<file path="src/rtl/connect4_move_dropper.sv">
// Connect Four move executor: checks a one-hot column move, drops the piece and commits it
// to the red/black boards. Define DROP_ANIM_EN to enable the row-by-row fall animation.
module connect4_move_dropper #(
    parameter int DROP_TICKS = 4
) (
    input  logic        clk,
    input  logic        reset,
    input  logic        clear,
    input  logic        move_valid,
    input  logic [7:0]  move_col,
    input  logic        player,
    output logic        move_ready,
    output logic [41:0] r_board,
    output logic [41:0] b_board,
    output logic        c_a,
    output logic        c_b,
    output logic        c_c,
    output logic        c_d,
    output logic        c_e,
    output logic        c_f,
    output logic        c_g,
    output logic        drop_active,
    output logic [2:0]  drop_row,
    output logic [2:0]  drop_col,
    output logic        done,
    output logic        illegal,
    output logic        board_full
);
    // state | meaning
    // IDLE  | waiting for a move, move_ready high
    // CHECK | legality test on the captured move
    // FALL  | piece drops one row every DROP_TICKS cycles (animated build only)
    // DONE  | one-cycle result: done + c_x on commit, illegal on reject

    if (DROP_TICKS < 1 || DROP_TICKS > 255) begin : g_bad_ticks
        $error("DROP_TICKS must be in 1..255");
    end

`ifdef DROP_ANIM_EN
    typedef enum logic [1:0] {S_IDLE, S_CHECK, S_FALL, S_DONE} state_t;
    localparam logic [7:0] TICK_LOAD = 8'(DROP_TICKS - 1);
    logic [7:0] tick;
    logic [2:0] target;
    logic       start;
    logic       step;
`else
    typedef enum logic [1:0] {S_IDLE, S_CHECK, S_DONE} state_t;
`endif

    state_t     state, next_state;
    logic [7:0] mcol;
    logic       player_q;
    logic       rej;
    logic [2:0] heights [7];

    logic [2:0]  col_idx;
    logic [2:0]  ones;
    logic [2:0]  sel_height;
    logic        legal;
    logic        load;
    logic        reject;
    logic        commit;
    logic [2:0]  commit_row;
    logic [2:0]  commit_col;
    logic [5:0]  commit_idx;
    logic [41:0] commit_mask;

    always_comb begin
        col_idx    = 3'd0;
        ones       = 3'd0;
        sel_height = 3'd0;
        for (int i = 0; i < 7; i++) begin
            if (mcol[i+1]) begin
                col_idx    = 3'(i);
                ones       = ones + 3'd1;
                sel_height = heights[i];
            end
        end
        legal = (ones == 3'd1) && !mcol[0] && (sel_height != 3'd6);
    end

    always_ff @(posedge clk) begin
        if (reset || clear) state <= S_IDLE;
        else                state <= next_state;
    end

    always_comb begin
        next_state = state;
        load       = 1'b0;
        reject     = 1'b0;
        commit     = 1'b0;
`ifdef DROP_ANIM_EN
        start      = 1'b0;
        step       = 1'b0;
`endif
        case (state)
            S_IDLE: begin
                if (move_valid) begin
                    next_state = S_CHECK;
                    load       = 1'b1;
                end
            end
            S_CHECK: begin
                if (!legal) begin
                    next_state = S_DONE;
                    reject     = 1'b1;
                end else begin
`ifdef DROP_ANIM_EN
                    next_state = S_FALL;
                    start      = 1'b1;
`else
                    next_state = S_DONE;
                    commit     = 1'b1;
`endif
                end
            end
`ifdef DROP_ANIM_EN
            S_FALL: begin
                if (tick == 8'd0) begin
                    if (drop_row == target) begin
                        commit     = 1'b1;
                        next_state = S_DONE;
                    end else begin
                        step = 1'b1;
                    end
                end
            end
`endif
            S_DONE:  next_state = S_IDLE;
            default: next_state = S_IDLE;
        endcase
    end

`ifdef DROP_ANIM_EN
    assign commit_row = target;
    assign commit_col = drop_col;
`else
    assign commit_row = sel_height;
    assign commit_col = col_idx;
`endif
    assign commit_idx  = 6'(commit_row) * 6'd7 + 6'(commit_col);
    assign commit_mask = 42'd1 << commit_idx;

    always_ff @(posedge clk) begin
        if (reset || clear) begin
            r_board  <= '0;
            b_board  <= '0;
            mcol     <= '0;
            player_q <= 1'b0;
            rej      <= 1'b0;
            drop_row <= 3'd0;
            drop_col <= 3'd0;
            for (int i = 0; i < 7; i++) heights[i] <= 3'd0;
`ifdef DROP_ANIM_EN
            tick     <= 8'd0;
            target   <= 3'd0;
`endif
        end else begin
            if (load) begin
                mcol     <= move_col;
                player_q <= player;
                rej      <= 1'b0;
            end
            if (reject) rej <= 1'b1;
`ifdef DROP_ANIM_EN
            // tick is a down-counter: a row is held for DROP_TICKS cycles ending at zero
            if (start) begin
                target   <= sel_height;
                drop_row <= 3'd5;
                drop_col <= col_idx;
                tick     <= TICK_LOAD;
            end else if (step) begin
                drop_row <= drop_row - 3'd1;
                tick     <= TICK_LOAD;
            end else if (state == S_FALL && tick != 8'd0) begin
                tick <= tick - 8'd1;
            end
`else
            if (commit) begin
                drop_row <= sel_height;
                drop_col <= col_idx;
            end
`endif
            if (commit) begin
                if (player_q) b_board <= b_board | commit_mask;
                else          r_board <= r_board | commit_mask;
                for (int i = 0; i < 7; i++) begin
                    if (commit_col == 3'(i)) heights[i] <= heights[i] + 3'd1;
                end
            end
        end
    end

    assign move_ready = (state == S_IDLE);
    assign done       = (state == S_DONE) && !rej;
    assign illegal    = (state == S_DONE) && rej;
`ifdef DROP_ANIM_EN
    assign drop_active = (state == S_FALL);
`else
    assign drop_active = 1'b0;
`endif

    logic [6:0] col_pulse;
    assign col_pulse = done ? (7'd1 << drop_col) : 7'd0;
    assign {c_g, c_f, c_e, c_d, c_c, c_b, c_a} = col_pulse;

    always_comb begin
        board_full = 1'b1;
        for (int i = 0; i < 7; i++) begin
            if (heights[i] != 3'd6) board_full = 1'b0;
        end
    end
endmodule

</file>
<file path="config.mk">
export PLATFORM = sky130hd
export DESIGN_NAME = connect4_move_dropper
export DESIGN_NICKNAME = d
export VERILOG_FILES = /design/src/rtl/connect4_move_dropper.sv
export SDC_FILE = /design/constraint.sdc
export NUM_CORES = 1
export LEC_CHECK = 0
export ABC_CLOCK_PERIOD_IN_PS = 6700
export CAP_MARGIN = 20
export CORE_ASPECT_RATIO = 1.5
export CORE_MARGIN = 10
export CORE_UTILIZATION = 52
export DETAILED_ROUTE_END_ITERATION = 8
export GPL_TIMING_DRIVEN = 0
export MAX_ROUTING_LAYER = met4
export PLACE_DENSITY = 0.8
export RECOVER_POWER = 100
export REMOVE_ABC_BUFFERS = 1
export SYNTH_ARGS = -nofsm -noshare
export SYNTH_HDL_FRONTEND = slang
export SYNTH_SLANG_ARGS = --single-unit
</file>
<file path="constraint.sdc">
create_clock -name clk -period 6.7 [get_ports clk]
set_clock_uncertainty 0.05 [all_clocks]
set_input_delay 1.34 -clock clk [delete_from_list [all_inputs] [get_ports clk]]
set_output_delay 1.34 -clock clk [all_outputs]
set_load 0.005 [all_outputs]
</file>
**Word level (Yosys, flattened, before mapping)**

Memory sizes are Yosys's and may differ from the RTL's.
Index checks and enable logic that the tools add are counted.

- Flip-flop bits (word level): 102
- Bits in writable memories: 21
- Bits of input ports: 13
- Output and inout port bits: 102
- Memories: 1

- Add/subtract/negate cells: 14
- $mul: 1
- Eq/ne operators: 18
- Shift-type cells: 2
- Muxes and demuxes: 75
- Bitwise gates (word level): 10
- Reductions and logical operators: 12

Memories:

| memory | depth | width | read ports | clocked after Yosys merged registers in | write ports | line | source |
|---|---|---|---|---|---|---|---|
| heights | 7 | 3 | 7 | 0 | 7 | 54 | `logic [2:0] heights [7];` |

Operators with widths:

| cell | number |
|---|---|
| $or 42x42->42 | 2 |
| $mux 3 | 25 |
| $mux 1 | 47 |
| $shl 1x6->42 const A | 1 |
| $add 3x1->3 const B | 13 |
| $ne 3x3->1 const B | 8 |
| $eq 3x3->1 const B | 3 |
| $mux 7 | 1 |
| $or 1x1->1 | 7 |
| $shl 1x3->7 const A | 1 |
| $add 6x3->6 | 1 |
| $eq 3x1->1 const B | 2 |
| $eq 3x2->1 const B | 2 |
| $mul 3x3->6 const B | 1 |
| $logic_and 1x1->1 | 4 |
| $pmux 2 s2 | 1 |
| $reduce_and 2->1 | 2 |
| $logic_not 3->1 | 1 |
| $eq 2x1->1 const B | 1 |
| $eq 2x2->1 const B | 1 |
| $logic_not 1->1 | 2 |
| $logic_not 2->1 | 1 |
| $mux 2 | 1 |
| $ne 2x2->1 const B | 1 |
| other kinds (3) | 3 |

**Logic depth before layout (Yosys ltp)**

Gate-level depths: netlist of the first run.

- Word-level depth: 22
- Depth in mapped cells: 22

**Worst setup path before layout of the first run**

Ideal clock, no wire load.

- Path kind: register -> register
- Start: reg mcol[2]
- End: mem heights[2][0], enable pin
- Library setup time: 0.325 ns
- Data arrival time: 4.395 ns
- Data required time: 6.325 ns
- Slack: 1.930 ns
- Stages on the path, launching flop included: 21
- Path buffers: 2
- Period minus slack after synthesis: 4.770 ns
- Cell sequence: dfxtp_1 > inv_1 > ha_1 > buf_2 > xnor2_1 > inv_1 > ha_1 > nand2_1 > a21bo_2 > ha_1 > mux2_2 > ha_1 > mux2_2 > ha_1 > nand2_1 > xnor2_1 > xnor2_1 > a2111oi_4 > nand3_2 > buf_2 > o21ai_1

RTL lines:

| item | line | source |
|---|---|---|
| from (decl) | 51 | `logic [7:0] mcol;` |
| from (signal assigned) | 160 | `mcol <= move_col;` |
| to (decl) | 54 |  |

==> impl_metrics.tcl, run 1 <==
set metrics [dict create \
    ys_seq_area_share_pct 45.1 \
    cts_tree "built" \
    vias_per_cell 6.01 \
    seqCellArea_mm2 0.00267 \
    cts_buffers 17 \
    tightest_slew_ns 2.19 \
    port_buffers 113 \
    violations "capacitance limit, slew limit" \
    cp.required_ns 6.70 \
    ant_nets 0 \
    fmax_mhz 165 \
    multiInputGateArea_mm2 0.00284 \
    yosys.area.top_type "dfxtp_1" \
    leakagePower_nw 3.12 \
    diodes 0 \
    antenna_found_initial 0 \
    grtUsageTotal_pct 21.1 \
    synth.cell_area_mm2 0.00592 \
    area_growth_pct 28.3 \
    maxCapViolCount 3 \
    die_w_um 107 \
    cts_sinks 123 \
    ctsResizeCount 0 \
    final_hold_viol_count 0 \
    grt_pass1_wl_um 26300 \
    placement_rows 47 \
    slew_headroom_pct -45.9 \
    synth_top_area_share_pct 34.5 \
    nets 730 \
    endpoint_kind "flip-flop" \
    ys.flop_type "dfxtp_1" \
    place_congestion 0.871 \
    crit_arrival_ns 6.05 \
    routed_wl_um 16400 \
    drt_pass1_iterations 5 \
    ys_warn_count 0 \
    insertion_delay_ns 0.42 \
    path_clk_slew_ns 0.06 \
    initial_core_util_pct 53.3 \
    internal_power_mw 1.43 \
    comb_power_share_pct 11.3 \
    synth-seq-cells 123 \
    fin_crit_sh_pct 90.4 \
    final_cell_area_mm2 0.00760 \
    root_buffer "clkbuf_16" \
    slew_violations 85 \
    tns_ns 0 \
    grt_pass1_vias 5144 \
    dpl_cell_area_mm2 0.00708 \
    min_period_ns 6.05 \
    pwr_density_cell_mw_per_mm2 257 \
    synth.area.top_cells "dfxtp_1, a32o_1, edfxtp_1, ha_1, nand2_1" \
    grt_max_degree 60 \
    p_seq_share_pct 39.6 \
    drt_iter0_drc 315 \
    status "finished, violations left" \
    synth_cell_types 53 \
    dieHeight_um 151 \
    path_class "flip-flop to flip-flop" \
    io_pins 115 \
    syn_inst 594 \
    ys_async_sr_fraction_pct 0 \
    ir_worst_vdd_mv 0.206 \
    crit_fanout 40 \
    ctsHtreeMaxLevel 4 \
    rsz0062_at_grt "false" \
    start_kind "flip-flop" \
    dp_hpwl_um 11700 \
    wire_per_inst_um 19.4 \
    core-area_mm2 0.0111 \
    dieArea_mm2 0.0161 \
    cts.path.max_buffers 2 \
    p_clk_share_pct 49.1 \
    cts_setup_buffers 0 \
    hold_ws_ns 0.407 \
    drc 0 \
    sw_frac_of_total_pct 26.9 \
    synth-edff-count 21 \
    syn_avg_cell_area_um2 9.97 \
    final_cells 842 \
    dp.cells 810 \
    layout-drive-gt1-share_pct 5.90 \
    hp-class "flip-flop to flip-flop" \
    grt_overflow 0 \
    setup_viol 0 \
    fillers 820 \
    ctsHoldBuffers 0 \
    switchingPower_mw 0.526 \
    num_vias 5062 \
]
area by class of cell:
class / instances / area share (%)
clock buffers: 18 / 5.78
multi-input cells: 399 / 37.4
repair buffers: 116 / 15.6
flip-flops and latches: 123 / 35.2
clock inverters: 14 / 2.40
well taps: 147 / 2.42
inverters: 25 / 1.23
power groups by stage:
| stage | Combinational (mW) | Sequential [mW] | Clock, mW |
|---|---|---|---|
| CTS | 0.230 | 0.773 | 0.968 |
| global route | 0.248 | 0.775 | 1.00 |
| global placement | 0.211 | 0.789 | 0 |
| detailed placement | 0.227 | 0.790 | 0 |
| floorplan | 0.153 | 0.785 | 0 |
| finish | 0.222 | 0.773 | 0.960 |
cell usage after synthesis (5+ instances only):
cell,number
a211oi_1,6
xnor2_1,17
edfxtp_1,21
o21ai_1,7
buf_2,11
nor4_2,13
nor2_1,49
inv_1,25
nand3_1,5
dfxtp_1,102
a32o_1,68
a21oi_1,23
nand2_1,74
nand2b_1,10
buf_4,5
ha_1,31
clkbuf_1,26
nor3_1,11
o31ai_1,17
through the flow:
stage / power (mW) / util, % / worst slack [ns]
finish: 1.96 / 68.4 / 0.647
global route: 2.02 / 68.4 / 0.257
CTS: 1.97 / 69.3 / 0.724
detailed placement: 1.02 / 63.7 / 0.783
global placement: 1.00 / 63.0 / -0.895
floorplan: 0.939 / - / 1.14
per-layer routing:
| metal | track usage (%) | part of all wire (%) |
|---|---|---|
| met5 | - | 0 |
| met4 | 9.58 | 2.7 |
| met3 | 6.80 | 6.8 |
| met2 | 37.6 | 55 |
| met1 | 20.0 | 36 |
placed cells by master (no fill, tap or decap), types with 21 or more instances in the layout:
| master | instances |
|---|---|
| dlygate4sd3_1 | 102 |
| inv_1 | 25 |
| nand2_1 | 74 |
| ha_1 | 31 |
| edfxtp_1 | 21 |
| dfxtp_1 | 102 |
| a32o_1 | 68 |
| a21oi_1 | 23 |
| nor2_1 | 48 |
path summary, 6_finish.rpt:
check / startpoint / end / slack (ns) / cells past startpoint
max: mcol[2] / heights[6][1] / 0.65 / 18
min: b_board[31] / b_board[31] / 0.41 / 2
max reg2reg: mcol[2] / heights[6][1] / 0.65 / 18
min reg2reg: b_board[31] / b_board[31] / 0.41 / 2
registers in the layout (all words and copies together) (netlist names):
register,count
drop_col,3
state,2
heights,21
b_board,42
rej,1
r_board,42
player_q,1
mcol,8
drop_row,3
critical path, stage by stage (launching register included):
cell and delay, ns:
dfxtp_1 0.53, inv_1 0.08, ha_1 0.40, xnor2_1 0.30, inv_1 0.14, ha_1 0.31, nand2_1 0.08, a21bo_2 0.24
ha_1 0.27, mux2_1 0.31, ha_1 0.31, mux2_2 0.27, ha_1 0.18, nand2_1 0.07, xnor2_1 0.13, xnor2_1 0.16
a2111oi_4 0.46, nand3_2 0.67, o21ai_0 0.70
kinds of logic (layout without fill, tap and decap cells):
kind of cell	Yosys count	in the layout	synth area share, %
buf+inv	72	173	5.62
fa+ha+maj	35	35	7.90
compound gates	147	147	20.7
simple gates	190	190	16.1
mux	5	5	0.887
other cells	1	1	0.0633
flops	123	123	45.1
xor+xnor	21	21	3.59
Power figures use the tool's default switching activity.
==> run 2: changes to the inputs <==
--- a/config.mk
+++ b/config.mk
@@ -6,7 +6,6 @@
 export NUM_CORES = 1
 export LEC_CHECK = 0
 export ABC_CLOCK_PERIOD_IN_PS = 6700
-export CAP_MARGIN = 20
 export CORE_ASPECT_RATIO = 1.5
 export CORE_MARGIN = 10
 export CORE_UTILIZATION = 52
@@ -16,6 +15,7 @@
 export PLACE_DENSITY = 0.8
 export RECOVER_POWER = 100
 export REMOVE_ABC_BUFFERS = 1
+export SLEW_MARGIN = 20
 export SYNTH_ARGS = -nofsm -noshare
 export SYNTH_HDL_FRONTEND = slang
 export SYNTH_SLANG_ARGS = --single-unit
==> run 2 against run 1 <==
Effect of this change: the run still ends with capacitance limit, slew limit left; critical path type unchanged; global-route usage shrank 0.051 points; setup slack lost 0.039 ns; register-to-register slack lost 0.04 ns; highest routed layer unchanged.
==> impl_metrics.tcl, run 2 (same netlist as run 1, synthesis figures left out) <==
set metrics [dict create \
    rrSetupSlack_ns 0.61 \
    tns_ns 0 \
    io_pins 115 \
    slew_violations 64 \
    leakagePower_nw 3.13 \
    num_vias 5042 \
    violations "capacitance limit, slew limit" \
    path_delay_family "adder cells" \
    path_class "flip-flop to flip-flop" \
    holdPathEnd "b_board[13]" \
    final_cell_mix "dfxtp_1, dlygate4sd3_1, nand2_1" \
    dr_wl_met3_um 1190 \
    grt_pass1_vias 5232 \
    ctsHoldBuffers 0 \
    die_w_um 107 \
    routed_wl_um 16400 \
    vias_per_cell 5.98 \
    final_cell_area_mm2 0.00762 \
    reg2regPathDepth 18 \
    setup_viol 0 \
    area_growth_pct 28.6 \
    fin_crit_sh_pct 90.9 \
    cts_setup_buffers 0 \
    core-area_mm2 0.0111 \
    grtUsageTotal_pct 21.0 \
    cp_cell_sequence "inv_1 -> ha_1 -> xnor2_1 -> inv_1 -> ha_1 -> nand2_1 -> a21bo_2 -> ha_1 -> mux2_2 -> ha_1 -> mux2_2 -> ha_1 -> nand2_1 -> xnor2_1 -> xnor2_1 -> a2111oi_4 -> nand3_2 -> o21ai_0" \
    cp_common_cell "ha_1" \
    cts_sinks 123 \
    cts_buffers 17 \
    r2r_end "heights[6][1]" \
    wire_per_inst_um 19.4 \
    ctsHtreeMaxLevel 4 \
    antenna_found_initial 0 \
    crit_arrival_ns 6.10 \
    dieArea_mm2 0.0161 \
    place_congestion 0.871 \
    ant_nets 0 \
    grt_max_degree 48 \
    path_clk_slew_ns 0.06 \
    power_mw 1.94 \
    crit_path_top_delay_cell "o21ai_0" \
    top_regs "b_board x42, r_board x42, heights x21" \
    dieHeight_um 151 \
    drt_iter0_drc 346 \
    cp.required_ns 6.70 \
    drt_pass1_iterations 5 \
    grt_overflow 0 \
    hp-class "flip-flop to flip-flop" \
    cp.buffers_inverters 2 \
    endpoint_kind "flip-flop" \
    diodes 0 \
    slew_headroom_pct -46.2 \
    critPathMaxStageDelay_ns 0.71 \
    drc 0 \
    root_buffer "clkbuf_16" \
    maxCapViolCount 2 \
    cts_tree "built" \
    fmax_mhz 164 \
    wl_met1_um 5750 \
    start_kind "flip-flop" \
    routed.top_layer "met4" \
    pwr_density_cell_mw_per_mm2 255 \
    reg2reg_from "mcol[2]" \
    ctsResizeCount 0 \
    placement_rows 47 \
    crit_fanout 40 \
    nets 731 \
    dp_hpwl_um 11800 \
    grt_pass1_wl_um 26300 \
    min_period_ns 6.09 \
    final_hold_viol_count 0 \
    layout-drive-gt1-share_pct 6.18 \
    tightest_slew_ns 2.19 \
    hold_ws_ns 0.407 \
    port_buffers 113 \
    fillers 842 \
    cts.path.max_buffers 2 \
    status "finished, violations left" \
    wl_met2_um 8960 \
    ir_worst_vdd_mv 0.212 \
    rsz0062_at_grt "false" \
    holdCritStartpoint "b_board[13]" \
    dpl_cell_area_mm2 0.00709 \
    hold_depth 2 \
    insertion_delay_ns 0.42 \
    initial_core_util_pct 53.3 \
]
[run 2: cell types whose count changed in the layout (fill, tap and decap cells not counted), sizes merged]
cell,delta
bufinv,-1
inv,-1
clkinvlp,+1
buf,+2
[run 2: how the worst max path moves through the flow]
| stage | startpoint | endpoint | slack (ns) | cells past startpoint |
|---|---|---|---|---|
| after floorplan | reset | r_board[21] | 1.14 | 5 |
| after global placement | clear | r_board[21] | -0.90 | 6 |
| after detailed placement | mcol[2] | heights[6][1] | 0.78 | 18 |
| after CTS | mcol[2] | heights[6][1] | 0.66 | 18 |
| after global routing | mcol[2] | heights[4][1] | 0.15 | 18 |
| final | mcol[2] | heights[6][1] | 0.61 | 18 |
[run 2: routing by layer]
metal	vias to the layer above	global-route usage (%)
li1	2372	-
met1	2476	19.3
met2	153	37.7
met3	41	7.79
met4	0	9.38
met5	-	-
[run 2: through the flow]
stage | setup slack [ns] | util, % | std cells
5_1_grt | 0.151 | 68.5 | 843
3_3_place_gp | -0.895 | 63.0 | 807
3_5_place_dp | 0.782 | 63.8 | 811
4_1_cts | 0.656 | 69.3 | 843
2_1_floorplan | 1.14 | - | 547
6_report | 0.607 | 68.5 | 843
[run 2: cell type report]
class / count / area (um^2) / area share, %
multi-input cells: 399 / 2840 / 37.3
flip-flops and latches: 123 / 2670 / 35.1
repair buffers: 117 / 1210 / 15.9
clock buffers: 19 / 464 / 6.09
well taps: 147 / 184 / 2.41
clock inverters: 13 / 155 / 2.04
inverters: 25 / 93.8 / 1.23
[run 2: worst min-delay path: stages, from the launching register on]
cell	delay [ns]
dfxtp_1	0.32
nand2_1	0.05
o31ai_1	0.05
[run 2: where the power goes]
part	switching [mW]	internal [mW]
clock network	0.356	0.588
logic	0.157	0.0695
registers	0.0129	0.760
==> run 3: changes to the inputs <==
--- a/config.mk
+++ b/config.mk
@@ -11,10 +11,12 @@
 export CORE_UTILIZATION = 52
 export DETAILED_ROUTE_END_ITERATION = 8
 export GPL_TIMING_DRIVEN = 0
+export HOLD_SLACK_MARGIN = 0.08
 export MAX_ROUTING_LAYER = met4
 export PLACE_DENSITY = 0.8
 export RECOVER_POWER = 100
 export REMOVE_ABC_BUFFERS = 1
+export SKIP_LAST_GASP = 1
 export SLEW_MARGIN = 20
 export SYNTH_ARGS = -nofsm -noshare
 export SYNTH_HDL_FRONTEND = slang
==> results of run 3 <==
The final DEF is identical to that of run 2; final timing and power are the same.
